File: config.mk
export PLATFORM = sky130hd
export DESIGN_NAME = control_unit
export DESIGN_NICKNAME = d
export VERILOG_FILES = /design/src/rtl/control_unit.sv
export SDC_FILE = /design/constraint.sdc
export NUM_CORES = 1
export LEC_CHECK = 0
export BUFFER_PORTS_ARGS = -buffer_cell sky130_fd_sc_hd__buf_2
export CORE_MARGIN = 5
export CORE_UTILIZATION = 25
export CTS_CLUSTER_DIAMETER = 120
export DETAILED_ROUTE_END_ITERATION = 7
export MAX_ROUTING_LAYER = met4
export RECOVER_POWER = 100
export SLEW_MARGIN = 25
export SYNTH_ARGS = -nofsm -noshare
export SYNTH_HDL_FRONTEND = slang
export SYNTH_SLANG_ARGS = --single-unit
File: constraint.sdc
create_clock -name clk -period 0.8 [get_ports clk]
set_input_delay 0.04 -clock clk [delete_from_list [all_inputs] [get_ports clk]]
set_output_delay 0.04 -clock clk [all_outputs]
set_load 0.02 [all_outputs]
File: src/rtl/control_unit.sv
// Main control decoder: opcode[15:12] -> registered 24-bit control word.
// Pure per-cycle decode; unknown or unassigned opcodes decode as illegal.
module control_unit (
  input  logic         clk,
  input  logic         rst,
  input  logic [15:12] opcode,
  output logic [23:0]  out
);

  typedef struct packed {
    logic       halt;
    logic       illegal;
    logic       jump;
    logic       branch;
    logic [1:0] bcond;
    logic       mem_read;
    logic       mem_write;
    logic       byte_acc;
    logic       reg_write;
    logic       mem_to_reg;
    logic       alu_src_imm;
    logic [2:0] alu_op;
    logic [1:0] imm_sel;
    logic       r0_write;
    logic       pc_write;
    logic [4:0] rsvd;
  } ctrl_t;

  localparam logic [3:0] OP_R    = 4'h0;
  localparam logic [3:0] OP_ANDI = 4'h1;
  localparam logic [3:0] OP_ORI  = 4'h2;
  localparam logic [3:0] OP_BLT  = 4'h4;
  localparam logic [3:0] OP_BGT  = 4'h5;
  localparam logic [3:0] OP_BEQ  = 4'h6;
  localparam logic [3:0] OP_JMP  = 4'h7;
  localparam logic [3:0] OP_LBU  = 4'hA;
  localparam logic [3:0] OP_SB   = 4'hB;
  localparam logic [3:0] OP_LW   = 4'hC;
  localparam logic [3:0] OP_SW   = 4'hD;
  localparam logic [3:0] OP_HALT = 4'hF;

  localparam logic [2:0] ALU_ADD = 3'b000;
  localparam logic [2:0] ALU_SUB = 3'b001;
  localparam logic [2:0] ALU_AND = 3'b010;
  localparam logic [2:0] ALU_OR  = 3'b011;
  localparam logic [2:0] ALU_FN  = 3'b100;

  localparam logic [1:0] IMM_SX = 2'b01;
  localparam logic [1:0] IMM_ZX = 2'b10;

  localparam logic [1:0] BC_LT = 2'b00;
  localparam logic [1:0] BC_GT = 2'b01;
  localparam logic [1:0] BC_EQ = 2'b10;

  ctrl_t dec;

  always_comb begin
    dec = '0;
    // Non-matching values, including X/Z, fall to the illegal NOP.
    unique case (opcode)
      OP_R: begin
        dec.reg_write = 1'b1;
        dec.alu_op    = ALU_FN;
        dec.r0_write  = 1'b1;
        dec.pc_write  = 1'b1;
      end
      OP_ANDI: begin
        dec.reg_write   = 1'b1;
        dec.alu_src_imm = 1'b1;
        dec.alu_op      = ALU_AND;
        dec.imm_sel     = IMM_ZX;
        dec.pc_write    = 1'b1;
      end
      OP_ORI: begin
        dec.reg_write   = 1'b1;
        dec.alu_src_imm = 1'b1;
        dec.alu_op      = ALU_OR;
        dec.imm_sel     = IMM_ZX;
        dec.pc_write    = 1'b1;
      end
      OP_BLT, OP_BGT, OP_BEQ: begin
        dec.branch   = 1'b1;
        dec.alu_op   = ALU_SUB;
        dec.imm_sel  = IMM_SX;
        dec.pc_write = 1'b1;
        if (opcode == OP_BGT)      dec.bcond = BC_GT;
        else if (opcode == OP_BEQ) dec.bcond = BC_EQ;
        else                       dec.bcond = BC_LT;
      end
      OP_JMP: begin
        dec.jump     = 1'b1;
        dec.imm_sel  = IMM_SX;
        dec.pc_write = 1'b1;
      end
      OP_LBU, OP_LW: begin
        dec.mem_read    = 1'b1;
        dec.byte_acc    = (opcode == OP_LBU);
        dec.reg_write   = 1'b1;
        dec.mem_to_reg  = 1'b1;
        dec.alu_src_imm = 1'b1;
        dec.alu_op      = ALU_ADD;
        dec.imm_sel     = IMM_SX;
        dec.pc_write    = 1'b1;
      end
      OP_SB, OP_SW: begin
        dec.mem_write   = 1'b1;
        dec.byte_acc    = (opcode == OP_SB);
        dec.alu_src_imm = 1'b1;
        dec.alu_op      = ALU_ADD;
        dec.imm_sel     = IMM_SX;
        dec.pc_write    = 1'b1;
      end
      OP_HALT: begin
        dec.halt = 1'b1;
      end
      default: begin
        dec.illegal  = 1'b1;
        dec.pc_write = 1'b1;
      end
    endcase
  end

  always_ff @(posedge clk or posedge rst) begin
    if (rst) out <= '0;
    else     out <= dec;
  end

endmodule

# After elaboration in Yosys (flattened, before gate mapping)
# Index checks and enable logic that the tools add are counted.
# classes
eq_ne	11
muxes	15
n_reduce_logical	9
# ops
operator	n
equality test 4 bit, second input constant	5
equality test 4 x 3 -> 1 bit, second input constant	4
one-hot mux 3 bit (4 select lines)	1
OR reduction 12 bit	1
two-way mux 1 bit	9
OR reduction 8 bit	1
OR reduction 2 bit	3
OR reduction 6 bit	1
OR reduction 5 bit	1
equality test 4 x 1 -> 1 bit, second input constant	1
equality test 4 x 2 -> 1 bit, second input constant	1
logical NOT 4 bit	1
two-way mux 2 bit	2
one-hot mux 2 bit (2 select lines)	1
two-way mux 3 bit	1
OR reduction 3 bit	1
one-hot mux 1 bit (2 select lines)	1
# totals
register_bits	19
inputBits	6
out_inout_bits	24
wordCells	36

# Logic depth before layout (Yosys ltp)
# Gate-level depths: netlist (run 1).
# logic_depth
ltp_word	4
ltp_mapped	4
mapped_depth_nobuf	3

# Worst setup path before layout (run 1)
# Ideal clock, no wire load.
# synth_timing
path_kind	input to register
from	input opcode[15] (netlist name)
to	register out[14]
setup_ps	86
arrival_time_ps	574
required_time_ps	714
path_slack_ps	140
cell_stages	3
path_buffers	1
cell_sequence	buf_6 > or3_4 > o221ai_2
# synth_rtl
element	line	text
start: declaration	6	input logic [15:12] opcode,
end signal: assignment	124	if (rst) out <= '0;
end signal: assignment	125	else out <= dec;
end: declaration	7	output logic [23:0] out

# Worst setup path after layout (run 1)
# layout_timing
from	register out[11]
to	output out[11]
# No word-level cell between the ends.

==> flow_summary.yaml, run 1 <==
sta:
  worst_slack_ps: -65.39
  max_freq_ghz: 1.156
  period_minus_slack_ps: 865.4
  setup_violations: 19
  rsz0062_at_grt: "yes"
  hold_violations: 0
  period_share: 1.082
  slew_violations: 0
power_and_ir_drop:
  power_mw: 1.665
  power_density_mw_per_mm2: 1751
  leakagePower_nw: 0.4884
  worst_ir_drop_vdd_uv: 715.0
die:
  io_pins: 30
  fp-row-count: 19
  start_util: 0.2613
  core_area_mm2: 0.002758
  die_y_um: 63.69
  die_x_um: 63.69
  die_area_mm2: 0.004056
worst_setup_path:
  critPathBufInv: 1
  critPathTopFamily: "flip-flops"
  crit_arrival_ps: 830
  worstPathMaxFanout: 2
  worstSetupPathType: "reg2out"
  cp_slowest_stage_delay_ps: 380
  cp-end-kind: "primary output"
  slowest_stage: "dfrtp_1"
  cp_data_required_time_ps: 760
  crit_path_start_kind: "flip-flop"
  crit_chain: "buf_2"
layout:
  diodes: 0
  area_delta_synth_final_pct: 31.94
  reg_top3: "out: 17 flops"
  layout_commonest_cell: "dfrtp_1"
  fillers: 270
  nets: 97
  final_cells: 121
  fin_area_um2: 950.9
  multi_input_area_um2: 201.4
  regArea_um2: 425.4
  drive_gt1_frac: 0.3556
  final_util: 0.3448
  largest-register: "out"
  final_cell_mix: "17 x dfrtp_1, 15 x buf_6, 8 x buf_2"
  largest_reg_flops: 17
clock_network:
  cts_buffer_depth: 2
  cts_root_buf: "clkbuf_4"
  cts_buffers: 3
  postCtsSetupBuffers: 0
  cts_tree: "built"
  htreeDepth: 1
  clk_pin_slew_worst_paths_ps: 90
  cts_num_sinks: 17
synthesis:
  synthArstFlopShare: 1.000
  synthCells: 64
  synth-edff-count: 0
  yosys_warnings: 0
  synth.avg_cell_area_um2: 11.26
  synth_seq_cells: 17
  ys_seq_area_frac: 0.5903
  synth_area_um2: 720.7
  synthDistinctLibCells: 23
  synth_flop_cell: "dfrtp_1"
global_routing:
  overflow: 0
  grt_pass1_wl_mm: 2.242
  antenna_found_initial: 0
  grt_pass1_vias: 503
  grt_max_degree: 18
  grtUsageTotal: 0.07227
status:
  status: "finished, violations left"
  violations: "negative setup slack"
detailed_routing:
  num_vias: 491
  viasPerCell: 4.058
  drt_iter0_markers: 3
  drt_wl_total_mm: 1.321
  postRouteAntennaNets: 0
  first_pass_iters: 3
  wire_per_inst_um: 10.92
  drc: 0
place:
  dpl_cell_area_um2: 838.3
  place.gp.congestion: 0.8209
  place_ws_ps: 23.20
  dp_hpwl_mm: 1.072
  dp.cells: 116
  portBuffers: 24
run:
  max-cap-violations: 0
hold_path:
  hp-class: "in2reg"
-- where the power goes --
group / internal [mW] / total, mW / switching (mW)
Sequential: 0.901 / 0.920 / 0.0193
Clock: 0.186 / 0.429 / 0.244
Combinational: 0.131 / 0.316 / 0.185
-- cell type report --
type,count,share of cell area
clock buffer,3,0.02368
inverter,3,0.01184
sequential,17,0.4474
multi-input combinational,37,0.2118
clock inverter,1,0.005263
tap,31,0.04079
timing repair buffer,29,0.2592
-- synthesized netlist by cell type (2+ instances only) --
master | count | area (um2)
nand2b_1 | 3 | 18.77
a21boi_0 | 2 | 15.01
xnor2_1 | 2 | 17.52
dfrtp_1 | 17 | 425.4
nand2_1 | 4 | 15.01
nor2_1 | 7 | 26.28
inv_1 | 3 | 11.26
a21oi_1 | 2 | 10.01
buf_4 | 10 | 75.07
-- routing by layer --
metal,vias up,wire (um),GRT usage
li1,241,-,-
met1,222,589,0.08600
met2,24,578,0.1041
met3,4,105,0.01243
met4,0,48,0.06234
met5,-,0,-
-- timing repair --
action	CTS	global route
endpoints found under the hold margin	17	0
endpoints found under the setup margin	19	19
hold buffers	1	0
resized for setup	30	0
-- stage by stage --
stage / setup TNS, ps / hold WS, ps
after floorplan: 0 / -33.93
after global placement: 0 / 51.96
after detailed placement: 0 / 55.64
after CTS: -1013 / 13.04
after global routing: -1384 / 30.96
final: -749.3 / 15.74
-- worst paths after layout --
path,startpoint,end,depth (start not counted)
setup / recovery,out[11]$_DFF_PP0_,out[11],1
hold / removal,opcode[15],out[9]$_DFF_PP0_,2
max in group asynchronous,rst,out[8]$_DFF_PP0_,4
min in group asynchronous,rst,out[16]$_DFF_PP0_,4
-- kinds of logic (layout without fill, tap and decap cells) --
| kind of cell | after synthesis | after routing | synth area share |
|---|---|---|---|
| simple gates | 21 | 21 | 0.1545 |
| flops | 17 | 17 | 0.5903 |
| buf+inv | 14 | 36 | 0.1354 |
| compound gates | 8 | 8 | 0.07811 |
| xor+xnor | 3 | 3 | 0.03646 |
| other cells | 1 | 5 | 0.005203 |
No activity file was read; power rests on OpenSTA's default activity.
==> run 2: changes to the inputs <==
Settings changed: SETUP_SLACK_MARGIN set to 0.4.
==> run 2 against run 1 <==
Net effect: setup slack lost 16 ps; global-route usage shrank 0.057 points; count of clock-buffer cells in the layout grew 1; non-clock buffer count grew 2; utilization grew 2.9 points; the run ends with negative hold slack, negative setup slack left; critical path type unchanged; highest routed layer unchanged; critical path depth is the same.
==> flow_summary.yaml, run 2 (synthesized netlist as in run 1, its figures left out) <==
sta:
  hold_violations: 21
  hold_ws_ps: -184.0
  tns_ps: -760.2
  worst_slack_ps: -80.97
  rsz0062_at_grt: "yes"
  slew_violations: 0
  setup_violations: 19
  period_minus_slack_ps: 881.0
  max_freq_ghz: 1.135
  period_share: 1.101
clock_network:
  cts_buffer_depth: 2
  cts_num_sinks: 17
  cts_root_buf: "clkbuf_4"
  htreeDepth: 1
  clk_pin_slew_worst_paths_ps: 90
  cts_buffers: 3
  cts_tree: "built"
global_routing:
  grt_pass1_wl_mm: 2.221
  grtUsageTotal: 0.07170
  overflow: 0
  grt_max_degree: 18
  antenna_found_initial: 0
  grt_pass1_vias: 497
detailed_routing:
  first_pass_iters: 4
  drc: 0
  wire_per_inst_um: 11.08
  drt_wl_total_mm: 1.363
  postRouteAntennaNets: 0
  num_vias: 483
  drt_iter0_markers: 13
  viasPerCell: 3.927
layout:
  area_delta_synth_final_pct: 43.06
  largest-register: "out"
  fin_area_mm2: 0.001031
  largest_reg_flops: 17
  final_cell_mix: "19 x buf_6, 15 x dfrtp_1, 7 x nor2_1"
  fillers: 272
  layout_commonest_cell: "buf_6"
  drive_gt1_frac: 0.4130
  diodes: 0
  final_util: 0.3739
  reg_top3: "out: 17 flops"
  nets: 99
die:
  start_util: 0.2613
  io_pins: 30
  die_y_um: 63.69
  core_area_mm2: 0.002758
  die_x_um: 63.69
  die_area_mm2: 0.004056
  fp-row-count: 19
place:
  place.gp.congestion: 0.7225
  portBuffers: 24
  dp_hpwl_mm: 1.079
  dpl_cell_area_um2: 868.3
worst_setup_path:
  worstPathMaxFanout: 2
  worstSetupPathType: "reg2out"
  cp_data_required_time_ps: 760
  cp-end-kind: "primary output"
  cp_slowest_stage_delay_ps: 430
  critPathBufInv: 1
  crit_path_start_kind: "flip-flop"
  crit_arrival_ps: 840
  critPathTopFamily: "flip-flops"
  slowest_stage: "dfrtp_2"
  crit_chain: "buf_6"
power_and_ir_drop:
  power_mw: 1.704
  leakagePower_nw: 0.5102
  power_density_mw_per_mm2: 1653
  worst_ir_drop_vdd_uv: 799.4
status:
  status: "finished, violations left"
  violations: "negative hold slack, negative setup slack"
run:
  max-cap-violations: 0
hold_path:
  hp-class: "in2async"
## run 2: timing repair
action                                  4_1_cts  5_1_grt
pin swaps                                     2        4
gates resized for setup                      40        7
endpoints found under the setup margin       28       25
endpoints found under the hold margin        20       20
buffers inserted                              0        1
## run 2: area by class of cell
class                           instances  area, um2  share of cell area
Tap cell                               31      38.79             0.03762
Clock buffer                            4      26.28             0.02549
Multi-Input combinational cell         37      215.2              0.2087
Sequential cell                        17      427.9              0.4150
Inverter                                3      11.26             0.01092
Timing Repair Buffer                   31      311.5              0.3022
## run 2: per-layer routing
metal / vias to the layer above / track usage / routed length (um)
met5: - / - / 0
met4: 0 / 0.03896 / 5
met3: 2 / 0.02131 / 102
met2: 23 / 0.1028 / 622
met1: 215 / 0.08972 / 632
li1: 243 / - / -
## run 2: where the power goes
group	internal [mW]	total, mW	switching (mW)
sequential	0.901	0.922	0.0202
clock	0.193	0.428	0.234
combinational	0.164	0.355	0.191
total	1.26	1.70	0.445
## run 2: path summary, 6_finish.rpt
path	from	end	slack, ps	cells past startpoint
hold / removal	rst	out[19]$_DFF_PP0_	-180	3
setup / recovery	out[11]$_DFF_PP0_	out[11]	-80	1
max in group asynchronous	rst	out[11]$_DFF_PP0_	670	3
min in group clk	opcode[12]	out[11]$_DFF_PP0_	-80	2
## run 2: metrics by stage
stage	setup slack, ps	instances	hold slack (ps)
floorplan	170.6	68	-34.07
global placement	42.88	118	49.16
detailed placement	0.7804	118	59.89
CTS	-102.9	122	-257.0
global route	-123.5	123	-131.2
finish	-80.97	123	-184.0
==> run 3: changes to the inputs <==
Clock period 0.8 ns to 1 ns, I/O delays scaled along.
==> run 3 against run 2 <==
Net effect: the run ends with negative hold slack left; sequential share of layout area increased by 11 points; setup slack improved by 190 ps; first-iteration DRC count increased by 7.7%; total power decreased by 25%; critical path depth unchanged; global-route usage increased by 0.086 points; critical path type unchanged; critical endpoint is now out[13]; largest cell class unchanged.
==> flow_summary.yaml, run 3 (synthesized netlist as in run 1, its figures left out) <==
place:
  portBuffers: 24
  dpl_cell_area_um2: 810.8
  place.gp.congestion: 0.6459
  dp_hpwl_mm: 1.020
  place_ws_ps: 149.2
global_routing:
  overflow: 0
  grt_max_degree: 18
  grt_pass1_vias: 440
  antenna_found_initial: 0
  grt_pass1_wl_mm: 2.180
  grtUsageTotal: 0.07256
detailed_routing:
  drt_iter0_markers: 14
  first_pass_iters: 4
  num_vias: 462
  viasPerCell: 3.983
  wire_per_inst_um: 11.72
  postRouteAntennaNets: 0
  drc: 0
  drt_wl_total_mm: 1.359
worst_setup_path:
  crit_chain: "clkbuf_2"
  cp_slowest_stage_delay_ps: 410
  worstSetupPathType: "reg2out"
  crit_arrival_ps: 840
  crit_path_start_kind: "flip-flop"
  cp_data_required_time_ps: 950
  critPathTopFamily: "flip-flops"
  critPathBufInv: 1
  slowest_stage: "dfrtp_2"
  worstPathMaxFanout: 2
  cp-end-kind: "primary output"
status:
  status: "finished, violations left"
  violations: "negative hold slack"
sta:
  slew_violations: 0
  period_share: 0.8913
  tns_ps: 0
  tightest_slew_ps: 623.5
  period_minus_slack_ps: 891.3
  worst_slack_ps: 108.7
  rsz0062_at_grt: "yes"
  setup_violations: 0
  hold_violations: 17
  slew_headroom: 0.5839
  hold_ws_ps: -165.3
  max_freq_ghz: 1.122
power_and_ir_drop:
  power_density_mw_per_mm2: 1555
  leakagePower_nw: 0.4286
  worst_ir_drop_vdd_uv: 700.3
clock_network:
  cts_tree: "built"
  cts_buffers: 3
  clk_pin_slew_worst_paths_ps: 90
  cts_num_sinks: 17
  cts_buffer_depth: 2
  cts_root_buf: "clkbuf_4"
  htreeDepth: 1
layout:
  fin_area_um2: 819.5
  nets: 92
  drive_gt1_frac: 0.3176
  largest-register: "out"
  reg_top3: "out: 17 flops"
  final_util: 0.2972
  area_delta_synth_final_pct: 13.72
  largest_reg_flops: 17
  diodes: 0
  regArea_um2: 427.9
  final_cell_mix: "17 x clkbuf_2, 15 x dfrtp_1, 7 x nor2_1"
  layout_commonest_cell: "clkbuf_2"
  fillers: 302
  multi_input_area_um2: 198.9
die:
  start_util: 0.2613
  fp-row-count: 19
  die_x_um: 63.69
  die_y_um: 63.69
  io_pins: 30
  core_area_mm2: 0.002758
  die_area_mm2: 0.004056
run:
  max-cap-violations: 0
hold_path:
  hp-class: "in2async"
run 3: per-stage QoR:
step	power [mW]	hold slack, ps	cells
3_3_place_gp	0.9532	140.0	112
4_1_cts	1.351	-157.0	116
2_1_floorplan	0.9279	-24.07	68
6_report	1.274	-165.3	116
3_5_place_dp	0.9566	155.8	112
5_1_grt	1.347	-91.25	116
run 3: area by class of cell:
class / count / area share
sequential: 17 / 0.5221
multi-input combinational: 37 / 0.2427
timing repair buffer: 24 / 0.1420
tap: 31 / 0.04733
clock buffer: 4 / 0.03206
inverter: 3 / 0.01374
run 3: power by group:
| group | switching (mW) | internal, mW | leakage [nW] |
|---|---|---|---|
| combinational | 0.146 | 0.0554 | 0.196 |
| sequential | 0.00962 | 0.721 | 0.218 |
| clock | 0.188 | 0.155 | 0.0150 |
| total | 0.344 | 0.931 | 0.429 |
run 3: worst paths after layout:
kind	startpoint	end	slack, ps	depth (start not counted)
max in group asynchronous	rst	out[11]$_DFF_PP0_	730	2
setup / recovery	out[17]$_DFF_PP0_	out[13]	110	1
hold / removal	rst	out[21]$_DFF_PP0_	-170	2
min in group clk	opcode[15]	out[9]$_DFF_PP0_	30	2
run 3: metal layers:
metal | share of wire | global-route usage | routed length (um) | vias up
met4 | 0.011 | 0.04675 | 15 | 0
met3 | 0.077 | 0.01954 | 104 | 2
met2 | 0.42 | 0.09264 | 577 | 23
li1 | - | - | - | 230
met1 | 0.49 | 0.09890 | 661 | 207
met5 | 0 | - | 0 | -
run 3: timing repair:
action | 4_1_cts | 5_1_grt
cloned | 0 | 0
endpoints found under the hold margin | 17 | 17
gates resized for setup | 34 | 4
setup buffers | 0 | 0
endpoints found under the setup margin | 19 | 19
